<file path="src/rtl/fxp_pkg.sv">
// Shared fixed-point helpers for the DSP datapath arithmetic blocks.
// Holds the rounding-mode encodings and the common clamp-to-width function.
package fxp_pkg;

    localparam logic RND_TRUNC   = 1'b0;
    localparam logic RND_HALF_UP = 1'b1;

    localparam int FXP_MAX_W = 64;

    typedef struct packed {
        logic signed [FXP_MAX_W-1:0] value;
        logic                        ovf;
        logic                        unf;
    } fxp_sat_t;

    // Clamp a sign-extended value into a signed field of 'width' bits.
    function automatic fxp_sat_t fxp_sat(input logic signed [FXP_MAX_W-1:0] value,
                                         input int                          width);
        fxp_sat_t                    res;
        logic signed [FXP_MAX_W-1:0] v_max;
        logic signed [FXP_MAX_W-1:0] v_min;
        v_max     = (64'sd1 <<< (width - 1)) - 64'sd1;
        v_min     = -(64'sd1 <<< (width - 1));
        res.value = value;
        res.ovf   = 1'b0;
        res.unf   = 1'b0;
        if (value > v_max) begin
            res.value = v_max;
            res.ovf   = 1'b1;
        end else if (value < v_min) begin
            res.value = v_min;
            res.unf   = 1'b1;
        end
        return res;
    endfunction

endpackage

</file>
<file path="src/rtl/fxp_round_sat.sv">
// Combinational rounding and saturation of a full-precision product
// into the output Q format; feeds the final pipeline register.
module fxp_round_sat
    import fxp_pkg::*;
#(
    parameter int WI1 = 6,
    parameter int WF1 = 10,
    parameter int WI2 = 6,
    parameter int WF2 = 8,
    parameter int WIO = 6,
    parameter int WFO = 8
) (
    input  logic signed [WI1+WF1+WI2+WF2-1:0] i_prod,
    input  logic                              i_rnd,
    output logic signed [WIO+WFO-1:0]         o_c,
    output logic                              o_ovf,
    output logic                              o_unf
);

    localparam int PW = WI1 + WF1 + WI2 + WF2;
    localparam int OW = WIO + WFO;
    localparam int SH = WF1 + WF2 - WFO;
    localparam int RW = PW + 1 - SH;

    localparam logic signed [PW:0] HALF = (PW+1)'(1) << (SH - 1);

    generate
        if (WFO < 1 || WFO >= WF1 + WF2) begin : g_bad_wfo
            $error("fxp_round_sat: WFO must satisfy 1 <= WFO < WF1+WF2");
        end
    endgenerate

    // One guard bit above the product keeps the half-up bias from wrapping.
    function automatic logic signed [RW-1:0] round_shift(input logic signed [PW-1:0] p,
                                                         input logic              rnd);
        logic signed [PW:0] sum;
        sum = {p[PW-1], p};
        if (rnd == RND_HALF_UP) begin
            sum = sum + HALF;
        end
        return RW'(sum >>> SH);
    endfunction

    logic signed [RW-1:0] w_r;
    fxp_sat_t             w_sat;

    always_comb begin
        w_r   = round_shift(i_prod, i_rnd);
        w_sat = fxp_sat(FXP_MAX_W'(w_r), OW);
        o_c   = OW'(w_sat.value);
        o_ovf = w_sat.ovf;
        o_unf = w_sat.unf;
    end

endmodule

</file>
<file path="src/rtl/fxp_mul_pipe.sv">
// Three-stage signed fixed-point multiplier with valid/ready streaming,
// per-sample saturation flags, sticky flags and a saturating event counter.
module fxp_mul_pipe
    import fxp_pkg::*;
#(
    parameter int WI1   = 6,
    parameter int WF1   = 10,
    parameter int WI2   = 6,
    parameter int WF2   = 8,
    parameter int WIO   = 6,
    parameter int WFO   = 8,
    parameter int CNT_W = 8
) (
    input  logic                      clk,
    input  logic                      reset,
    input  logic                      in_valid,
    output logic                      in_ready,
    input  logic signed [WI1+WF1-1:0] A,
    input  logic signed [WI2+WF2-1:0] B,
    input  logic                      rnd,
    output logic                      out_valid,
    input  logic                      out_ready,
    output logic signed [WIO+WFO-1:0] C,
    output logic                      overflow,
    output logic                      underflow,
    output logic                      ovf_sticky,
    output logic                      unf_sticky,
    output logic [CNT_W-1:0]          sat_count,
    input  logic                      clr_flags
);

    localparam int AW = WI1 + WF1;
    localparam int BW = WI2 + WF2;
    localparam int PW = AW + BW;
    localparam int OW = WIO + WFO;

    localparam logic [CNT_W-1:0] CNT_MAX = '1;

    logic                 w_en;
    logic                 w_xfer;
    logic                 w_sat_evt;

    logic                 r_vld_p1;
    logic                 r_vld_p2;
    logic                 r_vld_p3;

    logic signed [AW-1:0] r_a_p1;
    logic signed [BW-1:0] r_b_p1;
    logic                 r_rnd_p1;

    logic signed [PW-1:0] r_prod_p2;
    logic                 r_rnd_p2;

    logic signed [OW-1:0] w_c;
    logic                 w_ovf;
    logic                 w_unf;

    logic signed [OW-1:0] r_c_p3;
    logic                 r_ovf_p3;
    logic                 r_unf_p3;

    logic                 r_ovf_sticky;
    logic                 r_unf_sticky;
    logic [CNT_W-1:0]     r_sat_cnt;

    // The whole pipe moves as one; bubbles stay where they are.
    assign w_en     = ~r_vld_p3 | out_ready;
    assign in_ready = w_en;

    always_ff @(posedge clk) begin
        if (reset) begin
            r_vld_p1 <= 1'b0;
            r_vld_p2 <= 1'b0;
            r_vld_p3 <= 1'b0;
        end else if (w_en) begin
            r_vld_p1 <= in_valid;
            r_vld_p2 <= r_vld_p1;
            r_vld_p3 <= r_vld_p2;
        end
    end

    // S1: operand capture
    always_ff @(posedge clk) begin
        if (w_en) begin
            r_a_p1   <= A;
            r_b_p1   <= B;
            r_rnd_p1 <= rnd;
        end
    end

    // S2: full-precision product
    always_ff @(posedge clk) begin
        if (w_en) begin
            r_prod_p2 <= PW'(r_a_p1) * PW'(r_b_p1);
            r_rnd_p2  <= r_rnd_p1;
        end
    end

    fxp_round_sat #(
        .WI1 (WI1),
        .WF1 (WF1),
        .WI2 (WI2),
        .WF2 (WF2),
        .WIO (WIO),
        .WFO (WFO)
    ) u_round_sat (
        .i_prod (r_prod_p2),
        .i_rnd  (r_rnd_p2),
        .o_c    (w_c),
        .o_ovf  (w_ovf),
        .o_unf  (w_unf)
    );

    // S3: rounded, saturated result; only real samples overwrite it
    always_ff @(posedge clk) begin
        if (reset) begin
            r_c_p3   <= '0;
            r_ovf_p3 <= 1'b0;
            r_unf_p3 <= 1'b0;
        end else if (w_en && r_vld_p2) begin
            r_c_p3   <= w_c;
            r_ovf_p3 <= w_ovf;
            r_unf_p3 <= w_unf;
        end
    end

    assign w_xfer    = r_vld_p3 & out_ready;
    assign w_sat_evt = w_xfer & (r_ovf_p3 | r_unf_p3);

    // A saturating transfer beats a simultaneous clear so no event is lost.
    always_ff @(posedge clk) begin
        if (reset) begin
            r_ovf_sticky <= 1'b0;
            r_unf_sticky <= 1'b0;
            r_sat_cnt    <= '0;
        end else begin
            if (w_xfer && r_ovf_p3) begin
                r_ovf_sticky <= 1'b1;
            end else if (clr_flags) begin
                r_ovf_sticky <= 1'b0;
            end
            if (w_xfer && r_unf_p3) begin
                r_unf_sticky <= 1'b1;
            end else if (clr_flags) begin
                r_unf_sticky <= 1'b0;
            end
            if (clr_flags) begin
                r_sat_cnt <= w_sat_evt ? CNT_W'(1) : '0;
            end else if (w_sat_evt && r_sat_cnt != CNT_MAX) begin
                r_sat_cnt <= r_sat_cnt + CNT_W'(1);
            end
        end
    end

    assign out_valid  = r_vld_p3;
    assign C          = r_c_p3;
    assign overflow   = r_ovf_p3 & r_vld_p3;
    assign underflow  = r_unf_p3 & r_vld_p3;
    assign ovf_sticky = r_ovf_sticky;
    assign unf_sticky = r_unf_sticky;
    assign sat_count  = r_sat_cnt;

endmodule

</file>
<file path="config.mk">
export PLATFORM = sky130hd
export DESIGN_NAME = fxp_mul_pipe
export DESIGN_NICKNAME = d
export VERILOG_FILES = /design/src/rtl/fxp_pkg.sv /design/src/rtl/fxp_round_sat.sv /design/src/rtl/fxp_mul_pipe.sv
export SDC_FILE = /design/constraint.sdc
export NUM_CORES = 1
export LEC_CHECK = 0
export BUFFER_PORTS_ARGS = -buffer_cell sky130_fd_sc_hd__buf_2
export CAP_MARGIN = 40
export CORE_UTILIZATION = 30
export CTS_BUF_LIST = sky130_fd_sc_hd__clkbuf_4 sky130_fd_sc_hd__clkbuf_8
export CTS_CLUSTER_SIZE = 12
export DETAILED_ROUTE_END_ITERATION = 12
export GPL_ROUTABILITY_DRIVEN = 1
export PLACE_DENSITY = 0.47
export SYNTH_ARGS = -nofsm -noshare
export SYNTH_HDL_FRONTEND = slang
export SYNTH_SLANG_ARGS = --single-unit
</file>
<file path="constraint.sdc">
create_clock -name clk -period 13.27 [get_ports clk]
set_input_delay 2.654 -clock clk [delete_from_list [all_inputs] [get_ports clk]]
set_output_delay 2.654 -clock clk [all_outputs]
set_load 0.01 [all_outputs]
</file>
# [Yosys cells after proc, flatten, opt, wreduce, memory -nomap -nowiden]
# Cells that the tools add are included.
[classes] addsub=2 n_mul=1 div_mod_pow=0 n_lt_le_gt_ge=2 eq_ne=1 n_shift=0 mux=12 bitwise_logic=7 reduce_logical=7
[op_table] operator="30-bit by 11-bit adder with 31-bit output (second input constant)" n=1
[op_table] operator="31-bit 2-to-1 mux" n=1
[op_table] operator="16-bit by 14-bit multiplier with 30-bit output" n=1
[op_table] operator="14-bit 2-to-1 mux" n=2
[op_table] operator="21-bit by 14-bit greater-than comparator with 1-bit output (second input constant)" n=1
[op_table] operator="21-bit by 14-bit < comparator with 1-bit output (second input constant)" n=1
[op_table] operator="8-bit 2-to-1 mux" n=2
[op_table] operator="8-bit by 1-bit adder with 8-bit output (second input constant)" n=1
[op_table] operator="8-bit inequality test (second input constant)" n=1
[op_table] operator="1-bit 2-to-1 mux" n=7
[op_table] operator="2-bit nonzero test" n=3
[op_table] operator="1-bit AND" n=4
[op_table] operator="1-bit logical AND" n=4
[op_table] operator="1-bit bitwise OR" n=2
[op_table] operator="1-bit inverter" n=1
[totals] ff_bits=91 latchBits=0 ram_bits=0 romBits=0 inputBits=36 out_inout_bits=28 word_cells=46 n_memories=0

# [Depth between registers and ports, before layout]
[logic_depth] word_depth=5 mapped_depth=21 mapped_depth_nobuf=20

# [Modules after synthesis]
# A second synthesis with hierarchy kept.
[hier_totals] hier_cells=1251 hier_area_um2=12233.0
[by_module_without_submodules] mod="fxp_mul_pipe" n_inst=1 cells_each=1149 area_each_um2=11468.5 seq_area_each_um2=2442.3
[by_module_without_submodules] mod="fxp_round_sat" n_inst=1 cells_each=102 area_each_um2=764.5 seq_area_each_um2=0.0

# [Worst setup path before layout]
# Ideal clock, no wire load.
[synth_timing] path_type="input port to output port" startpoint="in out_ready" endpoint="out in_ready" arrival_time_ps=4422 t_required_ps=10616 path_slack_ps=6194 stages=2 path_buffers=1 path_cell_list="nand2b_1 -> clkbuf_1"
[synth_via] elab_chain_cells=1
[synth_rtl] element="start: declaration" line_no="fxp_mul_pipe.sv:22" source="input logic out_ready,"
[synth_rtl] element="1-bit bitwise OR" line_no="fxp_mul_pipe.sv:67" source="assign w_en = ~r_vld_p3 | out_ready;"
[synth_rtl] element="end: declaration" line_no="fxp_mul_pipe.sv:17" source="output logic in_ready,"
# Every way passes these cells.

# [Worst setup path in the final report]
[layout_timing] startpoint="reg r_b_p1[13]" endpoint="reg r_prod_p2[26], data pin"
[layout_via] elab_chain_cells=1
[layout_rtl] element="start: declaration" line_no="fxp_mul_pipe.sv:48" source="logic signed [BW-1:0] r_b_p1;"
[layout_rtl] element="start signal: assignment" line_no="fxp_mul_pipe.sv:86" source="r_b_p1 <= B;"
[layout_rtl] element="16-bit by 14-bit multiplier with 30-bit output" line_no="fxp_mul_pipe.sv:94" source="r_prod_p2 <= PW'(r_a_p1) * PW'(r_b_p1);"
[layout_rtl] element="end signal: assignment" line_no="fxp_mul_pipe.sv:94"
[layout_rtl] element="end: declaration" line_no="fxp_mul_pipe.sv:51" source="logic signed [PW-1:0] r_prod_p2;"
# Every way passes these cells.
# A chain may end at the register's enable or synchronous reset.

==> impl_metrics.csv <==
group,metric,value,unit
status,status,"finished, final reports clean",
final_layout,antennaDiodeCount,0,
global_routing,grt_usage,14.7,%
yosys,yosysWarningCount,0,
clocking,cts_resized,0,
clocking,hold_buffers,0,
global_routing,grt_max_degree,61,
global_routing,antenna_found_initial,0,
yosys,synth_area_leader_cell,"fa_1",
detailed_routing,routed_via_density,4.47,
sta,whs,0.443,ns
yosys,yosysTopAreaCellShare,38.2,%
sta,fmax,152,MHz
hold_path,hp-class,"reg -> reg",
detailed_routing,wl_per_cell,15.2,um
final_layout,nets,1508,
clocking,cts_root_buffer,"clkbuf_8",
floorplanning,row_count,71,
place,dpl_cell_area,12300,um2
yosys,synth-edff-count,53,
yosys,ys.flop_type,"edfxtp_1",
detailed_routing,first_iter_violations,308,
sta,tightest_slew,0.879,ns
global_routing,grt_pass1_wl,43.7,mm
yosys,syn_area,11400,um2
sta,finClkSkew,0.0193,ns
sta,hold_viol,0,
yosys,synth_seq_area_share,19.0,%
floorplanning,die_h,197,um
place,io_buffer_count,63,
floorplanning,initial_utilization,30.4,%
final_layout,fin_cells,1700,
final_layout,n_fill_cell,3910,
final_layout,layout_commonest_cell,"inv_1",
yosys,avgSynthCellArea,9.99,um2
worst_setup_path,worstSetupStartpointType,"register",
detailed_routing,via_count,7591,
worst_setup_path,end_kind,"register",
clocking,cts_tree,"yes",
global_routing,grt_pass1_vias,8310,
final_layout,seq_area,2170,um2
global_routing,grt-ovfl-total,0,
worst_setup_path,cp_data_required_time,13.45,ns
yosys,synth_cell_types,63,
yosys,synth-seq-cells,82,
worst_setup_path,critPathMaxFanout,13,
final_layout,mostFrequentLayoutCells,"inv_1, fa_1, and2_1, nand2_1, ha_1",
worst_setup_path,cp.arrival,6.77,ns
detailed_routing,ant_nets,0,
sta,drv_slew,0,
sta,max_slew_margin,41.3,%
sta,setup_viol,0,
clocking,clkTransAtPathRegs,0.11,ns
worst_setup_path,path_class,"reg -> reg",
yosys,synth_area_leaders,"fa_1, edfxtp_1, ha_1",
place,gp_congestion,0.795,
final_layout,multiInputGateArea,8220,um2
sta,post-route-period-util,49.7,%
clocking,cts_made_buffers,9,
sta,finalSetupTns,0,ns
final_layout,drive_gt1_share,9.34,%
yosys,synthArstFlopShare,0,%
final_layout,fin_area,12500,um2
detailed_routing,wirelength,25.9,mm
sta,fin_crit,6.59,ns
sta,rsz0062_at_grt,"no",
yosys,netlist_instances,1145,
floorplanning,ios,64,
floorplanning,die_w,197,um
floorplanning,die_area,38900,um2
worst_setup_path,r2r_setup_slack,6.68,ns
flow_run,drv_cap,0,
place,place_hpwl,21.0,mm
yosys,synth_fp_nets,1469,
place,placed_cells,1683,
clocking,clockBufferDepth,2,
clocking,cts.sinks,82,
detailed_routing,drt_first_pass_iters,5,
detailed_routing,route.detailed.drc,0,
clocking,post_cts_buffers,0,
clocking,htreeDepth,3,
final_layout,area_growth,9.08,%
floorplanning,core_area,37600,um2
clocking,insertion_delay,0.42,ns
==> worst max-delay path: stages, from the launching register on <==
cell,delay (ns)
edfxtp_1,0.52
inv_1,0.44
nor2_1,0.16
fa_1,0.53
fa_1,0.51
fa_1,0.55
fa_1,0.53
fa_1,0.55
inv_1,0.06
fa_1,0.53
inv_1,0.04
ha_1,0.35
nand3_1,0.12
nand3b_1,0.08
a211oi_1,0.31
a31oi_1,0.24
or2_2,0.36
o41ai_1,0.37
xnor2_1,0.10
==> cells by family after synthesis <==
logic type,synth area share [%]
simple gates,16.1
fa+ha+maj,45.8
buf+inv,9.11
compound gates,5.72
flops,19.0
xor+xnor,3.52
mux,0.755
==> synthesized netlist by cell type, drive strengths merged (15+ instances only) <==
library cell,count
xor2,15
ha,70
dfxtp,29
inv,233
fa,218
a211oi,16
and2,121
a21oi,20
clkbuf,36
o21ai,23
xnor2,31
edfxtp,53
nor2,54
nand2,117
==> sequential cells by signal (all words and copies together), names as in the netlist <==
register / count
r_prod_p2: 21
r_a_p1: 16
C: 14
r_b_p1: 14
sat_count: 8
out_valid: 1
ovf_sticky: 1
r_ovf_p3: 1
r_rnd_p1: 1
r_rnd_p2: 1
r_unf_p3: 1
r_vld_p1: 1
r_vld_p2: 1
unf_sticky: 1
==> worst paths after layout <==
kind	start	endpoint	cells after the start
setup / recovery	r_b_p1[13]	r_prod_p2[26]	18
hold reg to reg	r_rnd_p1	r_rnd_p2	0
hold / removal	r_rnd_p1	r_rnd_p2	0
setup reg to reg	r_b_p1[13]	r_prod_p2[26]	18
==> stage by stage <==
step,worst slack (ns),utilization (%)
6_report,6.68,33.2
5_1_grt,6.21,33.2
4_1_cts,6.62,33.2
3_5_place_dp,6.62,32.6
3_3_place_gp,6.67,32.6
2_1_floorplan,6.19,-
==> layer usage <==
metal  routed length, um  global-route usage (%)  part of all wire (%)
met5                   0                       0                     0
met4                 583                    4.74                   2.2
met3                 931                    2.70                   3.6
met2               12700                    25.6                    49
met1               11700                    18.3                    45
==> area by class of cell <==
type | instances | share of cell area, %
multi-input cells | 790 | 65.9
inverters | 233 | 7.01
flip-flops and latches | 82 | 17.4
repair buffers | 68 | 2.79
well taps | 511 | 5.13
clock inverters | 7 | 0.742
clock buffers | 9 | 0.993
Power is left out: the tool's default activity adds up to more than one toggle a clock period on the data nets, which glitch-free logic cannot reach.
